<file path="src/rtl/inv_share_ctrl.sv">
// Two-port sequencer that time-shares one inverter bank, waits a settle interval, and returns a tagged result.
// Optional feature macro INV_NEG_EN adds r0_neg and a post-capture incrementer for two's complement on port 0.
module inv_share_ctrl #(
    parameter int WIDTH         = 32,
    parameter int SETTLE_CYCLES = 2
) (
    input  logic             clk,
    input  logic             rst_n,
    input  logic             r0_valid,
    input  logic [WIDTH-1:0] r0_data,
`ifdef INV_NEG_EN
    input  logic             r0_neg,
`endif
    output logic             r0_ready,
    input  logic             r1_valid,
    input  logic [WIDTH-1:0] r1_data,
    output logic             r1_ready,
    output logic [WIDTH-1:0] inv_in,
    input  logic [WIDTH-1:0] inv_out,
    output logic             res_valid,
    output logic [WIDTH-1:0] res_data,
    output logic             res_id,
    input  logic             res_ready,
    output logic             busy
);

    typedef enum logic [1:0] {
        IDLE   = 2'd0,
        SETTLE = 2'd1,
        RESP   = 2'd2
    } state_t;

    localparam logic [3:0] CNT_LAST = 4'(SETTLE_CYCLES - 1);

    state_t     state_r;
    state_t     next_state_s;
    logic [3:0] cnt_r;
    logic       id_r;
    logic       last_grant_r;
    logic       grant0_s;
    logic       grant1_s;
    logic       accept0_s;
    logic       accept1_s;
`ifdef INV_NEG_EN
    logic       neg_r;
`endif

    // Round-robin grant: contention goes to the port that was not served last.
    always_comb begin
        grant0_s = 1'b0;
        grant1_s = 1'b0;
        if (r0_valid && (!r1_valid || last_grant_r)) begin
            grant0_s = 1'b1;
        end else if (r1_valid) begin
            grant1_s = 1'b1;
        end else begin
            grant0_s = 1'b0;
            grant1_s = 1'b0;
        end
    end

    assign r0_ready  = (state_r == IDLE) && grant0_s;
    assign r1_ready  = (state_r == IDLE) && grant1_s;
    assign accept0_s = r0_ready && r0_valid;
    assign accept1_s = r1_ready && r1_valid;
    assign busy      = (state_r != IDLE);

    // Next-state logic for the accept / settle / respond sequence.
    always_comb begin
        next_state_s = state_r;
        case (state_r)
            IDLE: begin
                if (accept0_s || accept1_s) next_state_s = SETTLE;
                else                        next_state_s = IDLE;
            end
            SETTLE: begin
                if (cnt_r == CNT_LAST) next_state_s = RESP;
                else                   next_state_s = SETTLE;
            end
            RESP: begin
                if (res_ready) next_state_s = IDLE;
                else           next_state_s = RESP;
            end
            default: next_state_s = IDLE;
        endcase
    end

    // State register.
    always_ff @(posedge clk or negedge rst_n) begin
        if (!rst_n) state_r <= IDLE;
        else        state_r <= next_state_s;
    end

    // Operand latch, settle counter and result capture.
    always_ff @(posedge clk or negedge rst_n) begin
        if (!rst_n) begin
            inv_in       <= {WIDTH{1'b0}};
            id_r         <= 1'b0;
            last_grant_r <= 1'b1;
            cnt_r        <= 4'd0;
            res_valid    <= 1'b0;
            res_data     <= {WIDTH{1'b0}};
            res_id       <= 1'b0;
`ifdef INV_NEG_EN
            neg_r        <= 1'b0;
`endif
        end else begin
            case (state_r)
                IDLE: begin
                    cnt_r <= 4'd0;
                    if (accept0_s) begin
                        inv_in       <= r0_data;
                        id_r         <= 1'b0;
                        last_grant_r <= 1'b0;
`ifdef INV_NEG_EN
                        neg_r        <= r0_neg;
`endif
                    end else if (accept1_s) begin
                        inv_in       <= r1_data;
                        id_r         <= 1'b1;
                        last_grant_r <= 1'b1;
`ifdef INV_NEG_EN
                        neg_r        <= 1'b0;
`endif
                    end
                end
                SETTLE: begin
                    cnt_r <= cnt_r + 4'd1;
                    if (cnt_r == CNT_LAST) begin
`ifdef INV_NEG_EN
                        res_data <= inv_out + {{(WIDTH-1){1'b0}}, neg_r};
`else
                        res_data <= inv_out;
`endif
                        res_id    <= id_r;
                        res_valid <= 1'b1;
                    end
                end
                RESP: begin
                    if (res_ready) res_valid <= 1'b0;
                end
                default: begin
                    res_valid <= 1'b0;
                end
            endcase
        end
    end

endmodule

</file>
<file path="config.mk">
export PLATFORM = sky130hd
export DESIGN_NAME = inv_share_ctrl
export DESIGN_NICKNAME = d
export VERILOG_FILES = /design/src/rtl/inv_share_ctrl.sv
export SDC_FILE = /design/constraint.sdc
export NUM_CORES = 1
export LEC_CHECK = 0
export ABC_CLOCK_PERIOD_IN_PS = 3900
export BUFFER_PORTS_ARGS = -buffer_cell sky130_fd_sc_hd__buf_2
export CORE_ASPECT_RATIO = 1.75
export CORE_MARGIN = 8
export CORE_UTILIZATION = 30
export DETAILED_ROUTE_END_ITERATION = 6
export GPL_TIMING_DRIVEN = 0
export SLEW_MARGIN = 5
export SYNTH_ARGS = -nofsm -noshare
export SYNTH_HDL_FRONTEND = slang
export SYNTH_SLANG_ARGS = --single-unit
</file>
<file path="constraint.sdc">
create_clock -name clk -period 3.9 [get_ports clk]
set_input_delay 0.78 -clock clk [delete_from_list [all_inputs] [get_ports clk]]
set_output_delay 0.78 -clock clk [all_outputs]
set_load 0.02 [all_outputs]
</file>
### Word level (Yosys, flattened, before mapping)

Cells that the tools add are included.

| operators by class | value |
|---|---|
| add/subtract/negate cells | 1 |
| multipliers | 0 |
| div/mod/pow operators | 0 |
| order comparisons | 0 |
| equality and inequality tests | 5 |
| shift operators | 0 |
| muxes and demuxes | 15 |
| bitwise logic cells | 1 |
| reduce and logical (&&, ||, !) cells | 15 |

Operators with widths:

| cell | number |
|---|---|
| 32-bit 2-to-1 mux | 2 |
| 1-bit 2-to-1 mux | 8 |
| 4-bit one-hot mux with 2 select lines | 1 |
| 2-bit one-hot mux with 3 select lines | 1 |
| 2-bit nonzero test | 3 |
| 1-bit logical AND | 5 |
| 4-bit by 1-bit adder with 4-bit output, second input constant | 1 |
| 4-bit by 1-bit equality test with 1-bit output, second input constant | 1 |
| 2-bit 2-to-1 mux | 2 |
| 2-bit inequality test, second input constant | 2 |
| 2-bit AND reduction | 2 |
| 1-bit one-hot mux with 3 select lines | 1 |
| 3-bit AND reduction | 1 |
| 2-bit by 1-bit equality test with 1-bit output, second input constant | 1 |
| 2-bit equality test, second input constant | 1 |
| 2-bit logical NOT | 1 |
| 1-bit logical OR | 2 |
| 1-bit logical NOT | 1 |
| 1-bit inverter | 1 |

| word-level totals | value |
|---|---|
| register bits after elaboration | 74 |
| latch bits | 0 |
| RAM bits | 0 |
| memory bits (read-only) | 0 |
| input port bits | 101 |
| output and inout bits | 69 |
| logic and storage cells | 45 |
| memories | 0 |

### Longest topological paths before layout

| depth | value |
|---|---|
| depth after elaboration | 9 |
| mapped depth | 7 |
| gate-level depth less buffers | 5 |

### Worst setup path after synthesis

Ideal clock, no wire load.

| timing path | value |
|---|---|
| path type | input port to output port |
| from | in r1_valid |
| to | out r1_ready |
| data arrival time | 1.854 ns |
| required time | 3.120 ns |
| path slack | 1.266 ns |
| stages on the path | 3 |
| buffers on the path | 1 |
| cell sequence | nor3b_4 > buf_6 > a21boi_0 |

| between the ends | value |
|---|---|
| cells in the longest elaborated chain, start to end | 5 |
| elaborated cells between the ends (all ways) | 6 |
| those cells by class | mux: 2; reduce/logical: 4 |

Ends and longest elaborated chain:

| item | RTL line | text |
|---|---|---|
| start: declaration | 15 | `input logic r1_valid,` |
| 1-bit logical NOT | 52 | `if (r0_valid && (!r1_valid \|\| last_grant_r)) begin` |
| 1-bit logical OR | 52 |  |
| 1-bit logical AND | 52 |  |
| 1-bit 2-to-1 mux * | 52 |  |
| 1-bit logical AND * | 63 | `assign r1_ready = (state_r == IDLE) && grant1_s;` |
| end: declaration | 17 | `output logic r1_ready,` |

Mark *: on every way between the ends. The rest lies on a longest branch, timed or not.

### Final worst setup path

Ends and elaborated chain as after synthesis.

==> results_dict.tcl <==
set metrics [dict create \
    grt_pass1_wl_um 14920 \
    crit_type "input pin to primary output" \
    grt_max_degree 55 \
    cp_common_cell "buf_2" \
    final.min_clock_period_ns 2.785 \
    critPathCaptureType "primary output" \
    start_util 0.3075 \
    htreeDepth 3 \
    dieArea_sq_um 15750 \
    maxSlewViolCount 0 \
    antenna_cells 0 \
    routed_wl_um 9098 \
    cts_made_buffers 9 \
    path_max_fanout 10 \
    antenna_found_initial 1 \
    drt-initial-drc-count 68 \
    maxCapViolCount 0 \
    report.final.setup_viol 0 \
    core_area_sq_um 11580 \
    synth_cell_types 28 \
    slew-limit-headroom 0.6352 \
    place.gp.congestion 0.7233 \
    drive_above_1_share 0.6782 \
    dr_wl_met3_um 886 \
    drtAntennaViolNets 0 \
    area_growth_pct 38.86 \
    cts-root-buf "clkbuf_16" \
    power_density_nw_per_um2 939.1 \
    grt_overflow 0 \
    finalSetupTns_ns 0 \
    dp_hpwl_um 7027 \
    layout.nets 502 \
    top_layer_used "met5" \
    synth_top_area_cell "dfrtp_1" \
    skew_ns 0.009834 \
    synth_top_cell_area_share 0.5130 \
    endpoint "r1_ready" \
    arrival_ns 2.01 \
    die_y_um 160.1 \
    cts_tree "done" \
    slowest_stage "nor3b_4" \
    required_ns 3.12 \
    yosysSeqAreaShare 0.5204 \
    via_per_inst 4.499 \
    cts_setup_buffers 0 \
    reg2reg_from "state_r[0]$_DFF_PN0_" \
    synth.top_cells.by_area "dfrtp_1 51%, mux2_4 23%, mux2_1 8.5%" \
    final_cell_mix "169 x buf_2, 73 x dfrtp_1, 55 x mux2_4, 27 x mux2_1, 15 x mux2_2" \
    hold_buffers 0 \
    yosys_warnings 0 \
    routedWlPerCell_um 16.88 \
    critPathTopFamily "buffers and inverters" \
    crit_path_max_incr_delay_ns 0.49 \
    boundaryPins 170 \
    clk_latency_ns 0.33 \
    grt_use_total 0.1199 \
    synth_seq_cells 74 \
    final_common_cell "buf_2" \
    crit_chain "buf_2, nor3b_4, buf_6, a21boi_0, buf_2" \
    grt_pass1_vias 2790 \
    synth_area_per_cell_sq_um 16.33 \
    clk_pin_slew_worst_paths_ns 0.06 \
    rsz0062_at_grt "false" \
    min_path_type "input pin to asynchronous set/reset pin" \
    finalCritPeriodShare 0.7142 \
    r2r_cells 5 \
    firstDrtPassIters 4 \
    dr_wl_met2_um 4515 \
    hold_viol 0 \
    syn_nets 321 \
    start_kind "input pin" \
    syn_area_sq_um 3561 \
    status "completed" \
    io_buffers 169 \
    crit_start "r1_valid" \
    cts_sinks 74 \
    via_count 2425 \
    path_buf_inv 3 \
    reg2reg_slack_ns 1.95 \
    p_leak_nw 2.525 \
    r2r_end "inv_in[16]$_DFFE_PN0P_" \
    netlist_instances 218 \
    max_freq_ghz 0.3590 \
    post_cts_resized 0 \
    rows 52 \
    finalPower_mw 4.644 \
    clk_path_buf_depth 2 \
    ir_drop_mv 0.3344 \
    drt-met1-wl_um 3540 \
    die_width_um 98.36 \
    cp.depth 5 \
    tightestPinTransition_ns 0.5466 \
    drc 0 \
]
[Yosys cell counts]
cell and instances:
nor2b_4 1, a22o_1 1, o21ai_0 4, buf_2 1
mux2_1 27, buf_6 8, nor2_1 4, nor2b_1 1
a21boi_0 1, nand3_1 1, dfrtp_1 73, a21o_1 1
ha_1 2, nor2_4 1, nor3b_4 1, nand3_4 1
o21a_1 2, and4bb_4 1, inv_1 4, o22ai_1 1
dfstp_2 1, buf_12 3, o31ai_1 1, nand2b_1 4
a21oi_1 1, mux2_4 55, nand2_1 2, mux2_2 15
[state kept, by name (all words and copies together) (netlist names)]
name and flops:
res_data 32, id_r 1, state_r 2, last_grant_r 1, inv_in 32, cnt_r 4
res_id 1, res_valid 1
[stage by stage]
step / utilization / worst slack [ns] / hold WS [ns] / instances / area, sq um
6_report: 0.4270 / 1.115 / 0.3368 / 539 / 4945
5_1_grt: 0.4270 / 0.9749 / 0.3442 / 539 / 4945
4_1_cts: 0.4270 / 1.056 / 0.3351 / 539 / 4945
3_5_place_dp: 0.3977 / 1.057 / 0.4881 / 523 / 4606
3_3_place_gp: 0.3951 / 1.039 / 0.4834 / 522 / 4576
2_1_floorplan: - / 1.266 / 0.4584 / 218 / 3561
[power breakdown]
part           total [mW]  switching, mW  internal, mW
Clock               0.927          0.315         0.611
Combinational        2.35           1.12          1.23
Sequential           1.37          0.197          1.17
Total                4.64           1.63          3.01
[worst reg2reg max path, cell delays in order (launching register included)]
cell	delay, ns
dfrtp_1	0.37
buf_6	0.14
nor3b_4	0.48
buf_6	0.24
mux2_1	0.34
mux2_4	0.26
[how the worst min path moves through the flow]
stage,start,end,slack (ns)
CTS,rst_n,res_data[21]$_DFFE_PN0N_,0.34
global placement,res_data[29]$_DFFE_PN0N_,res_data[29]$_DFFE_PN0N_,0.48
finish,rst_n,res_data[21]$_DFFE_PN0N_,0.34
global route,rst_n,res_data[26]$_DFFE_PN0N_,0.34
floorplan,id_r$_DFFE_PN0P_,id_r$_DFFE_PN0P_,0.46
detailed placement,res_data[11]$_DFFE_PN0N_,res_data[11]$_DFFE_PN0N_,0.49
[layout make-up]
cell class / count / area, sq um
clock buffer: 12 / 266.5
clock inverter: 4 / 72.57
multi-input combinational: 128 / 1538
timing repair buffer: 170 / 875.8
sequential: 74 / 1853
inverter: 4 / 15.01
tap: 135 / 168.9
fill: 1123 / 6636
buffer: 12 / 155.1
[metal layers]
| layer | track usage | vias to the layer above |
|---|---|---|
| met1 | 0.1255 | 1165 |
| met3 | 0.06095 | 14 |
| met2 | 0.1999 | 108 |
| met4 | 0.04427 | 2 |
| li1 | - | 1136 |
| met5 | 0 | - |
[kinds of logic after synthesis]
group / synth area share
multiplexers: 0.3647
AND/OR/NAND/NOR: 0.03830
AO/OA/AOI/OAI: 0.02179
buffers and inverters: 0.04779
flip-flops: 0.5204
adder cells (fa/ha/maj): 0.007026
Power figures use the tool's default switching activity.
